## config.mk

```make
export PLATFORM = sky130hd
export DESIGN_NAME = sig_checkpoint_mon
export DESIGN_NICKNAME = d
export VERILOG_FILES = /design/src/rtl/sig_mon_pkg.sv /design/src/rtl/sig_mon_sync.sv /design/src/rtl/sig_checkpoint_mon.sv
export SDC_FILE = /design/constraint.sdc
export NUM_CORES = 1
export LEC_CHECK = 0
export BUFFER_PORTS_ARGS = -buffer_cell sky130_fd_sc_hd__buf_2
export CORE_ASPECT_RATIO = 1.1
export CORE_UTILIZATION = 60
export CTS_BUF_LIST = sky130_fd_sc_hd__clkbuf_8
export CTS_CLUSTER_SIZE = 8
export DETAILED_ROUTE_END_ITERATION = 10
export GPL_TIMING_DRIVEN = 0
export HOLD_SLACK_MARGIN = 0.05
export PLACE_DENSITY = 0.88
export SYNTH_ARGS = -nofsm -noshare
export SYNTH_HDL_FRONTEND = slang
export SYNTH_SLANG_ARGS = --single-unit
export TNS_END_PERCENT = 10
```

## constraint.sdc

```tcl
create_clock -name mclk -period 4.8 [get_ports mclk]
set_input_delay 0.96 -clock mclk [delete_from_list [all_inputs] [get_ports mclk]]
set_output_delay 0.96 -clock mclk [all_outputs]
set_load 0.005 [all_outputs]
```

## src/rtl/sig_mon_pkg.sv

```systemverilog
// Shared types and constants for the signature-checkpoint monitor.
package sig_mon_pkg;

    typedef enum logic [1:0] {
        StIdle,
        StWait,
        StPass,
        StFail
    } mon_state_e;

    typedef logic [1:0] fail_code_t;

    localparam fail_code_t FAIL_NONE  = 2'b00;
    localparam fail_code_t FAIL_TMO   = 2'b01;
    localparam fail_code_t FAIL_ORDER = 2'b10;

    localparam int unsigned ELAPSED_W = 32;

endpackage

```

## src/rtl/sig_mon_sync.sv

```systemverilog
// Two-flop synchroniser plus stability filter for the monitored signature bus.
module sig_mon_sync #(
    parameter int unsigned SIG_W = 16
) (
    input  logic             mclk,
    input  logic             reset_n,
    input  logic [SIG_W-1:0] chk_i,
    output logic [SIG_W-1:0] sig_o
);

    logic [SIG_W-1:0] sync1_q, sync2_q, sig_q;

    // The filtered value only moves once both synchroniser stages agree.
    always_ff @(posedge mclk or negedge reset_n) begin
        if (!reset_n) begin
            sync1_q <= '0;
            sync2_q <= '0;
            sig_q   <= '0;
        end else begin
            sync1_q <= chk_i;
            sync2_q <= sync1_q;
            if (sync1_q == sync2_q) begin
                sig_q <= sync2_q;
            end
        end
    end

    assign sig_o = sig_q;

endmodule

```

## src/rtl/sig_checkpoint_mon.sv

```systemverilog
// Ordered signature-checkpoint monitor with per-stage timeout.
// Optional out-of-order detection is enabled by defining SIG_MON_ORDER_CHK_EN.
module sig_checkpoint_mon
    import sig_mon_pkg::*;
#(
    parameter int unsigned SIG_W   = 16,
    parameter int unsigned NUM_STG = 4,
    parameter int unsigned TMO_W   = 24,
    localparam int unsigned STG_W  = $clog2(NUM_STG)
) (
    input  logic                     mclk,
    input  logic                     reset_n,
    input  logic                     cfg_en,
    input  logic [TMO_W-1:0]         cfg_tmo,
    input  logic [NUM_STG*SIG_W-1:0] exp_sig,
    input  logic [SIG_W-1:0]         chk_bits,
    output logic                     busy,
    output logic                     pass,
    output logic                     fail,
    output logic [1:0]               fail_code,
    output logic [STG_W-1:0]         stg_idx,
    output logic [ELAPSED_W-1:0]     elapsed
);

    localparam logic [STG_W-1:0] LAST_STG = STG_W'(NUM_STG - 1);

    mon_state_e           state_q;
    logic                 en_q;
    logic [TMO_W-1:0]     tmr_q;
    logic                 busy_q, pass_q, fail_q;
    fail_code_t           fail_code_q;
    logic [STG_W-1:0]     stg_idx_q;
    logic [ELAPSED_W-1:0] elapsed_q;

    logic [SIG_W-1:0] sig_q;
    logic [SIG_W-1:0] cur_exp;
    logic             cur_match;
    logic             ord_err;

    sig_mon_sync #(
        .SIG_W (SIG_W)
    ) u_sync (
        .mclk    (mclk),
        .reset_n (reset_n),
        .chk_i   (chk_bits),
        .sig_o   (sig_q)
    );

    assign cur_exp   = exp_sig[stg_idx_q * SIG_W +: SIG_W];
    assign cur_match = (sig_q == cur_exp);

`ifdef SIG_MON_ORDER_CHK_EN
    // A code belonging to any later stage means firmware skipped a checkpoint.
    always_comb begin
        ord_err = 1'b0;
        for (int j = 0; j < int'(NUM_STG); j++) begin
            if (j > int'(stg_idx_q) && sig_q == exp_sig[j*SIG_W +: SIG_W]) begin
                ord_err = 1'b1;
            end
        end
    end
`else
    assign ord_err = 1'b0;
`endif

    always_ff @(posedge mclk or negedge reset_n) begin
        if (!reset_n) begin
            state_q     <= StIdle;
            en_q        <= 1'b0;
            tmr_q       <= '0;
            busy_q      <= 1'b0;
            pass_q      <= 1'b0;
            fail_q      <= 1'b0;
            fail_code_q <= FAIL_NONE;
            stg_idx_q   <= '0;
            elapsed_q   <= '0;
        end else begin
            en_q <= cfg_en;
            if (!cfg_en) begin
                state_q     <= StIdle;
                busy_q      <= 1'b0;
                pass_q      <= 1'b0;
                fail_q      <= 1'b0;
                fail_code_q <= FAIL_NONE;
                stg_idx_q   <= '0;
                elapsed_q   <= '0;
            end else begin
                case (state_q)
                    StIdle: begin
                        if (!en_q) begin
                            state_q   <= StWait;
                            busy_q    <= 1'b1;
                            stg_idx_q <= '0;
                            tmr_q     <= cfg_tmo;
                            elapsed_q <= '0;
                        end
                    end
                    StWait: begin
                        if (elapsed_q != '1) begin
                            elapsed_q <= elapsed_q + 1'b1;
                        end
                        // Match takes priority over both order error and expiry.
                        if (cur_match) begin
                            if (stg_idx_q == LAST_STG) begin
                                state_q <= StPass;
                                busy_q  <= 1'b0;
                                pass_q  <= 1'b1;
                            end else begin
                                stg_idx_q <= stg_idx_q + 1'b1;
                                tmr_q     <= cfg_tmo;
                            end
                        end else if (ord_err) begin
                            state_q     <= StFail;
                            busy_q      <= 1'b0;
                            fail_q      <= 1'b1;
                            fail_code_q <= FAIL_ORDER;
                        end else if (cfg_tmo != '0) begin
                            if (tmr_q < TMO_W'(2)) begin
                                state_q     <= StFail;
                                busy_q      <= 1'b0;
                                fail_q      <= 1'b1;
                                fail_code_q <= FAIL_TMO;
                            end else begin
                                tmr_q <= tmr_q - 1'b1;
                            end
                        end
                    end
                    default: ;
                endcase
            end
        end
    end

    assign busy      = busy_q;
    assign pass      = pass_q;
    assign fail      = fail_q;
    assign fail_code = fail_code_q;
    assign stg_idx   = stg_idx_q;
    assign elapsed   = elapsed_q;

endmodule
```

==> Yosys cells after proc, flatten, opt, wreduce, memory -nomap -nowiden <==
Index checks and enable logic that the tools add are counted.
{ "word_totals": {"reg_bits": 114, "in_bits": 107, "output_inout_bits": 39, "word_cells": 92} }
{ "op_classes": {"n_addsub": 3, "order_cmp": 1, "eq_ne": 23, "n_shift": 1, "mux": 43, "n_reduce_logical": 9} }
{ "op_table": {"columns": ["op", "count"], "rows": [
  ["$mux W24", 5],
  ["$mux W32", 3],
  ["$pmux W32 S2", 1],
  ["$shiftx A64 B7 Y16", 1],
  ["$pmux W24 S2", 1],
  ["$add A32 B1 Y32 const B", 1],
  ["$eq A16 B16 Y1", 2],
  ["$ne A32 B32 Y1 const B", 1],
  ["$mux W2", 15],
  ["$lt A24 B2 Y1 const B", 1],
  ["$reduce_bool A24 Y1", 1],
  ["$sub A24 B1 Y24 const B", 1],
  ["$ne A3 B3 Y1 const B", 7],
  ["$mux W1", 15],
  ["$ne A4 B4 Y1 const B", 3],
  ["$ne A2 B1 Y1 const B", 5],
  ["$pmux W2 S2", 2],
  ["$reduce_and A4 Y1", 2],
  ["$reduce_and A3 Y1", 2],
  ["$reduce_and A6 Y1", 1],
  ["$reduce_and A5 Y1", 1],
  ["$ne A2 B2 Y1 const B", 2],
  ["$ne A3 B1 Y1 const B", 1],
  ["$add A2 B1 Y2 const B", 1],
  ["other kinds (5)", 5]
]} }

==> Longest topological paths before layout <==
{ "logic_depth": {"word_depth": 6, "ltp_mapped": 11, "ltp_nobuf": 9} }

==> Modules after synthesis <==
Synthesis repeated with hierarchy kept, for this count alone.
{ "unflattened": {"hier_cells": 535, "hier_area_um2": 5908.2} }
{ "modules_own_cells": {"columns": ["module", "n_inst", "cells_each", "area_per_inst_um2", "seq_area_each_um2"], "rows": [
  ["sig_checkpoint_mon", 1, 449, 4294.1, 1601.5],
  ["sig_mon_sync", 1, 86, 1614.0, 1201.2]
]} }

==> Worst setup path before layout <==
No wires, ideal clock.
{ "synth_path": {"path_type": "input to register", "startpoint": "input exp_sig[63]", "endpoint": "register tmr_q[12]", "setup_ps": 124, "arrival_time_ps": 2966, "required_time_ps": 4676, "path_slack_ps": 1710, "cell_stages": 9, "n_path_buf": 2, "path_cell_list": "mux4_2 > xor2_1 > nor4_1 > nand4_1 > and2_1 > buf_4 > a211oi_4 > buf_4 > a2bb2oi_1"} }
{ "synth_via": {"elab_chain_len": 4, "word_cells_on_any_way": 8, "cone_classes": "eq/ne: 4; shift: 1; mux: 2; reduce/logical: 1"} }
{ "synth_rtl": {"columns": ["item", "line_no", "text"], "rows": [
  ["start: declaration", "sig_checkpoint_mon.sv:15", "input logic [NUM_STG*SIG_W-1:0] exp_sig,"],
  ["$shiftx A64 B7 Y16 (*)", "sig_checkpoint_mon.sv:49", "assign cur_exp = exp_sig[stg_idx_q * SIG_W +: SIG_W];"],
  ["$eq A16 B16 Y1 (*)", "sig_checkpoint_mon.sv:50", "assign cur_match = (sig_q == cur_exp);"],
  ["$ne A3 B3 Y1 (no line) or $mux W24 (tied branches)", null, null],
  ["$reduce_and A6 Y1 (no line) or $pmux W24 S2 (tied branches)", null, null],
  ["end signal: assignment", "sig_checkpoint_mon.sv:94", "tmr_q <= cfg_tmo;"],
  ["end signal: assignment", "sig_checkpoint_mon.sv:110", "tmr_q <= cfg_tmo;"],
  ["end signal: assignment", "sig_checkpoint_mon.sv:124", "tmr_q <= tmr_q - 1'b1;"],
  ["end: declaration", "sig_checkpoint_mon.sv:29", "logic [TMO_W-1:0] tmr_q;"]
]} }
Every way passes the cells marked *; elsewhere a longest branch is shown, timed or not.
A chain may end at the register's enable or synchronous reset.

==> Worst setup path in the final report <==
{ "layout_path": {"startpoint": "register stg_idx_q[1] (netlist: stg_idx[1])", "endpoint": "register tmr_q[4]"} }
{ "layout_via": {"elab_chain_len": 4, "word_cells_on_any_way": 9, "cone_classes": "eq/ne: 5; shift: 1; mux: 2; reduce/logical: 1"} }
{ "layout_rtl": {"columns": ["item", "line_no", "text"], "rows": [
  ["start: declaration", "sig_checkpoint_mon.sv:32", "logic [STG_W-1:0] stg_idx_q;"],
  ["start signal: assignment", "sig_checkpoint_mon.sv:109", "stg_idx_q <= stg_idx_q + 1'b1;"],
  ["$shiftx A64 B7 Y16", "sig_checkpoint_mon.sv:49", null],
  ["$eq A16 B16 Y1", "sig_checkpoint_mon.sv:50", null],
  ["$ne A3 B3 Y1 (no line) or $mux W24 (tied branches)", null, null],
  ["$reduce_and A6 Y1 (no line) or $pmux W24 S2 (tied branches)", null, null]
]} }
Parallel ways exist; a longest one is shown, timed or not.

==> impl_metrics.env <==
export IMPL_htree_levels=3
export IMPL_clkTransAtPathRegs_ns=0.11
export IMPL_initial_core_util_pct=62.51
export IMPL_vias_per_cell=6.220
export IMPL_final_nets=816
export IMPL_vias=5144
export IMPL_hold_viol_final=0
export IMPL_port_buffers=144
export IMPL_insertedDiodeCount=0
export IMPL_slowest_stage="buf_1"
export IMPL_clock_sinks=112
export IMPL_fin_cells=827
export IMPL_dpl_hpwl_um=11120
export IMPL_path_cells="clkbuf_2 > buf_1 > mux4_2 > xor2_1 > nor4_1 > nand4_1 > and2_1 > buf_4 > a211oi_4 > buf_4 > a2bb2oi_1"
export IMPL_cts_hold_buf=0
export IMPL_synthFlopType="dfrtp_1"
export IMPL_tightest_slew_ns=0.9351
export IMPL_nFillCells=672
export IMPL_worst_endpoint_required_ns=5.05
export IMPL_hold_class="flop to flop"
export IMPL_antenna_left=0
export IMPL_drv_slew=0
export IMPL_gr_total_overflow=0
export IMPL_fmax_mhz=263.7
export IMPL_wl_per_cell_um=18.19
export IMPL_num_rows=37
export IMPL_synth_async_reset_ratio_pct=100.0
export IMPL_start_kind="flop"
export IMPL_die_x_um=96.58
export IMPL_crit_path_max_incr_delay_ns=0.55
export IMPL_routed_wl_um=15040
export IMPL_grt_pass1_wl_um=24390
export IMPL_drc_errors=0
export IMPL_synth_edf_count=0
export IMPL_rsz0062_at_grt="false"
export IMPL_syn_nets=659
export IMPL_grt_max_degree=73
export IMPL_power_leakage_nw=3.180
export IMPL_final_common_cell="buf_2"
export IMPL_synth_seq_cells=112
export IMPL_antenna_found_initial=0
export IMPL_yosys_warnings=0
export IMPL_ios=146
export IMPL_cts_tree="built"
export IMPL_post_cts_buffers=0
export IMPL_syn_inst=549
export IMPL_syn2layout_area_growth_pct=18.80
export IMPL_peakVddDrop_mv=0.1734
export IMPL_grt_pass1_vias=5233
export IMPL_place_congestion=0.8654
export IMPL_yosysUniqueCellTypes=47
export IMPL_die_h_um=106.0
export IMPL_syn_avg_cell_area_sq_um=10.75
export IMPL_timing_final_crit_share_pct=79.01
export IMPL_clk_insertion_delay_late_ns=0.37
export IMPL_critPathCaptureType="flop"
export IMPL_dieArea_sq_um=10240
export IMPL_finalSetupTns_ns=0
export IMPL_synthesis_area_sq_um=5903
export IMPL_worstSetupPathType="flop to flop"
export IMPL_setup_viol=0
export IMPL_cap_viol_max_count=0
export IMPL_status="completed"
export IMPL_arrival_ns=4.04
export IMPL_cp_max_fo=10
export IMPL_power_density_nw_per_um2=286.8
export IMPL_fin_area_sq_um=7013
export IMPL_path_common_cell="buf_4"
export IMPL_numCtsBuffers=9
export IMPL_layout_common_cells="146 x buf_2, 112 x dfrtp_1, 46 x nor2_1"
export IMPL_cts_resized=0
export IMPL_period_needed_ns=3.792
export IMPL_skew_ns=0.01913
export IMPL_layout_drive_gt1_share_pct=29.86
export IMPL_drtIter0Drc=450
export IMPL_yosysSeqAreaShare_pct=47.48
export IMPL_cts_buffer_depth=2
export IMPL_coreArea_sq_um=9444
export IMPL_dr_pass1_iters=7
export IMPL_placed_cell_area_sq_um=6793
export IMPL_grt_usage_pct=31.03
export IMPL_cts_root_buffer="clkbuf_8"
export IMPL_place_inst=811
export IMPL_slew_limit_headroom_pct=37.08
## stage by stage
| stage | hold WS, ns | worst slack (ns) | total power [mW] | utilization, % |
|---|---|---|---|---|
| 4_1_cts | 0.4109 | 1.036 | 2.011 | 74.21 |
| 6_report | 0.4038 | 1.008 | 2.011 | 74.26 |
| 3_3_place_gp | 0.3798 | 1.104 | 1.385 | 71.69 |
| 2_1_floorplan | 0.3727 | 1.710 | 1.271 | - |
| 3_5_place_dp | 0.3878 | 1.051 | 1.406 | 71.93 |
| 5_1_grt | 0.4184 | 0.8210 | 2.096 | 74.26 |
## path summary, 6_finish.rpt
path / from / endpoint / slack [ns] / cells past startpoint
min in group asynchronous: reset_n / u_sync.sig_o[15] / 0.69 / 1
min: u_sync.sync1_q[6] / u_sync.sync2_q[6] / 0.40 / 0
max in group asynchronous: reset_n / elapsed[21] / 3.35 / 2
min reg2reg: u_sync.sync1_q[6] / u_sync.sync2_q[6] / 0.40 / 0
max: stg_idx[1] / tmr_q[4] / 1.01 / 11
max reg2reg: stg_idx[1] / tmr_q[4] / 1.01 / 11
## state kept, by name, indices dropped and copies added, names as in the netlist
signal,flops
elapsed,32
tmr_q,24
u_sync.sig_o,16
u_sync.sync1_q,16
u_sync.sync2_q,16
state_q,2
stg_idx,2
busy,1
en_q,1
fail_code,1
pass,1
## layer usage
metal / track usage, % / wire length, um
met1: 38.74 / 5876
met2: 51.36 / 7473
met3: 7.010 / 1228
met4: 13.03 / 465
met5: 0 / 0
## cell type report
cell class,count,area [sq um],area share [%]
flip-flops and latches,112,2803,39.96
repair buffers,146,748.2,10.67
clock buffers,9,123.9,1.766
well taps,117,146.4,2.087
clock inverters,6,91.34,1.302
inverters,15,56.30,0.8029
plain buffers,24,128.9,1.838
multi-input cells,398,2915,41.57
## cells in the mapped netlist, drive strengths merged (7+ instances only)
cell / count / area, sq um
clkbuf: 12 / 46.29
xnor2: 21 / 183.9
a2bb2oi: 21 / 183.9
mux2i: 19 / 190.2
dfrtp: 112 / 2803
inv: 15 / 56.30
nand4: 18 / 112.6
mux2: 17 / 191.4
nand2: 40 / 150.1
nor3: 15 / 75.07
or3: 9 / 56.30
a21oi: 7 / 35.03
nand3: 24 / 120.1
buf: 12 / 82.58
nor2: 46 / 172.7
xor2: 34 / 297.8
nor4: 19 / 118.9
mux4: 16 / 360.4
a211oi: 23 / 185.2
o21ai: 19 / 95.09
## critical path, delay by kind of cell (launching register included)
kind,cells,cell delay [ns]
AOI/OAI and AO/OA,2,0.46
xor gates and xnor gates,1,0.17
buffers and inverters,4,1.24
DFF,1,0.38
muxes,1,0.43
and+or+nand+nor,3,0.98
## cell families after synthesis
logic type	Yosys count	synth area share (%)
xor gates and xnor gates	55	8.160
adders and majority gates	3	0.6359
DFF	112	47.48
and+or+nand+nor	199	17.10
other	1	0.06353
buffers and inverters	39	3.137
muxes	52	12.57
AOI/OAI and AO/OA	88	10.85
## report_power, final
group	switching [mW]	internal [mW]
clock	0.321	0.295
combinational	0.160	0.145
sequential	0.0792	1.01
total	0.560	1.45
No activity file was read; power rests on OpenSTA's default activity.
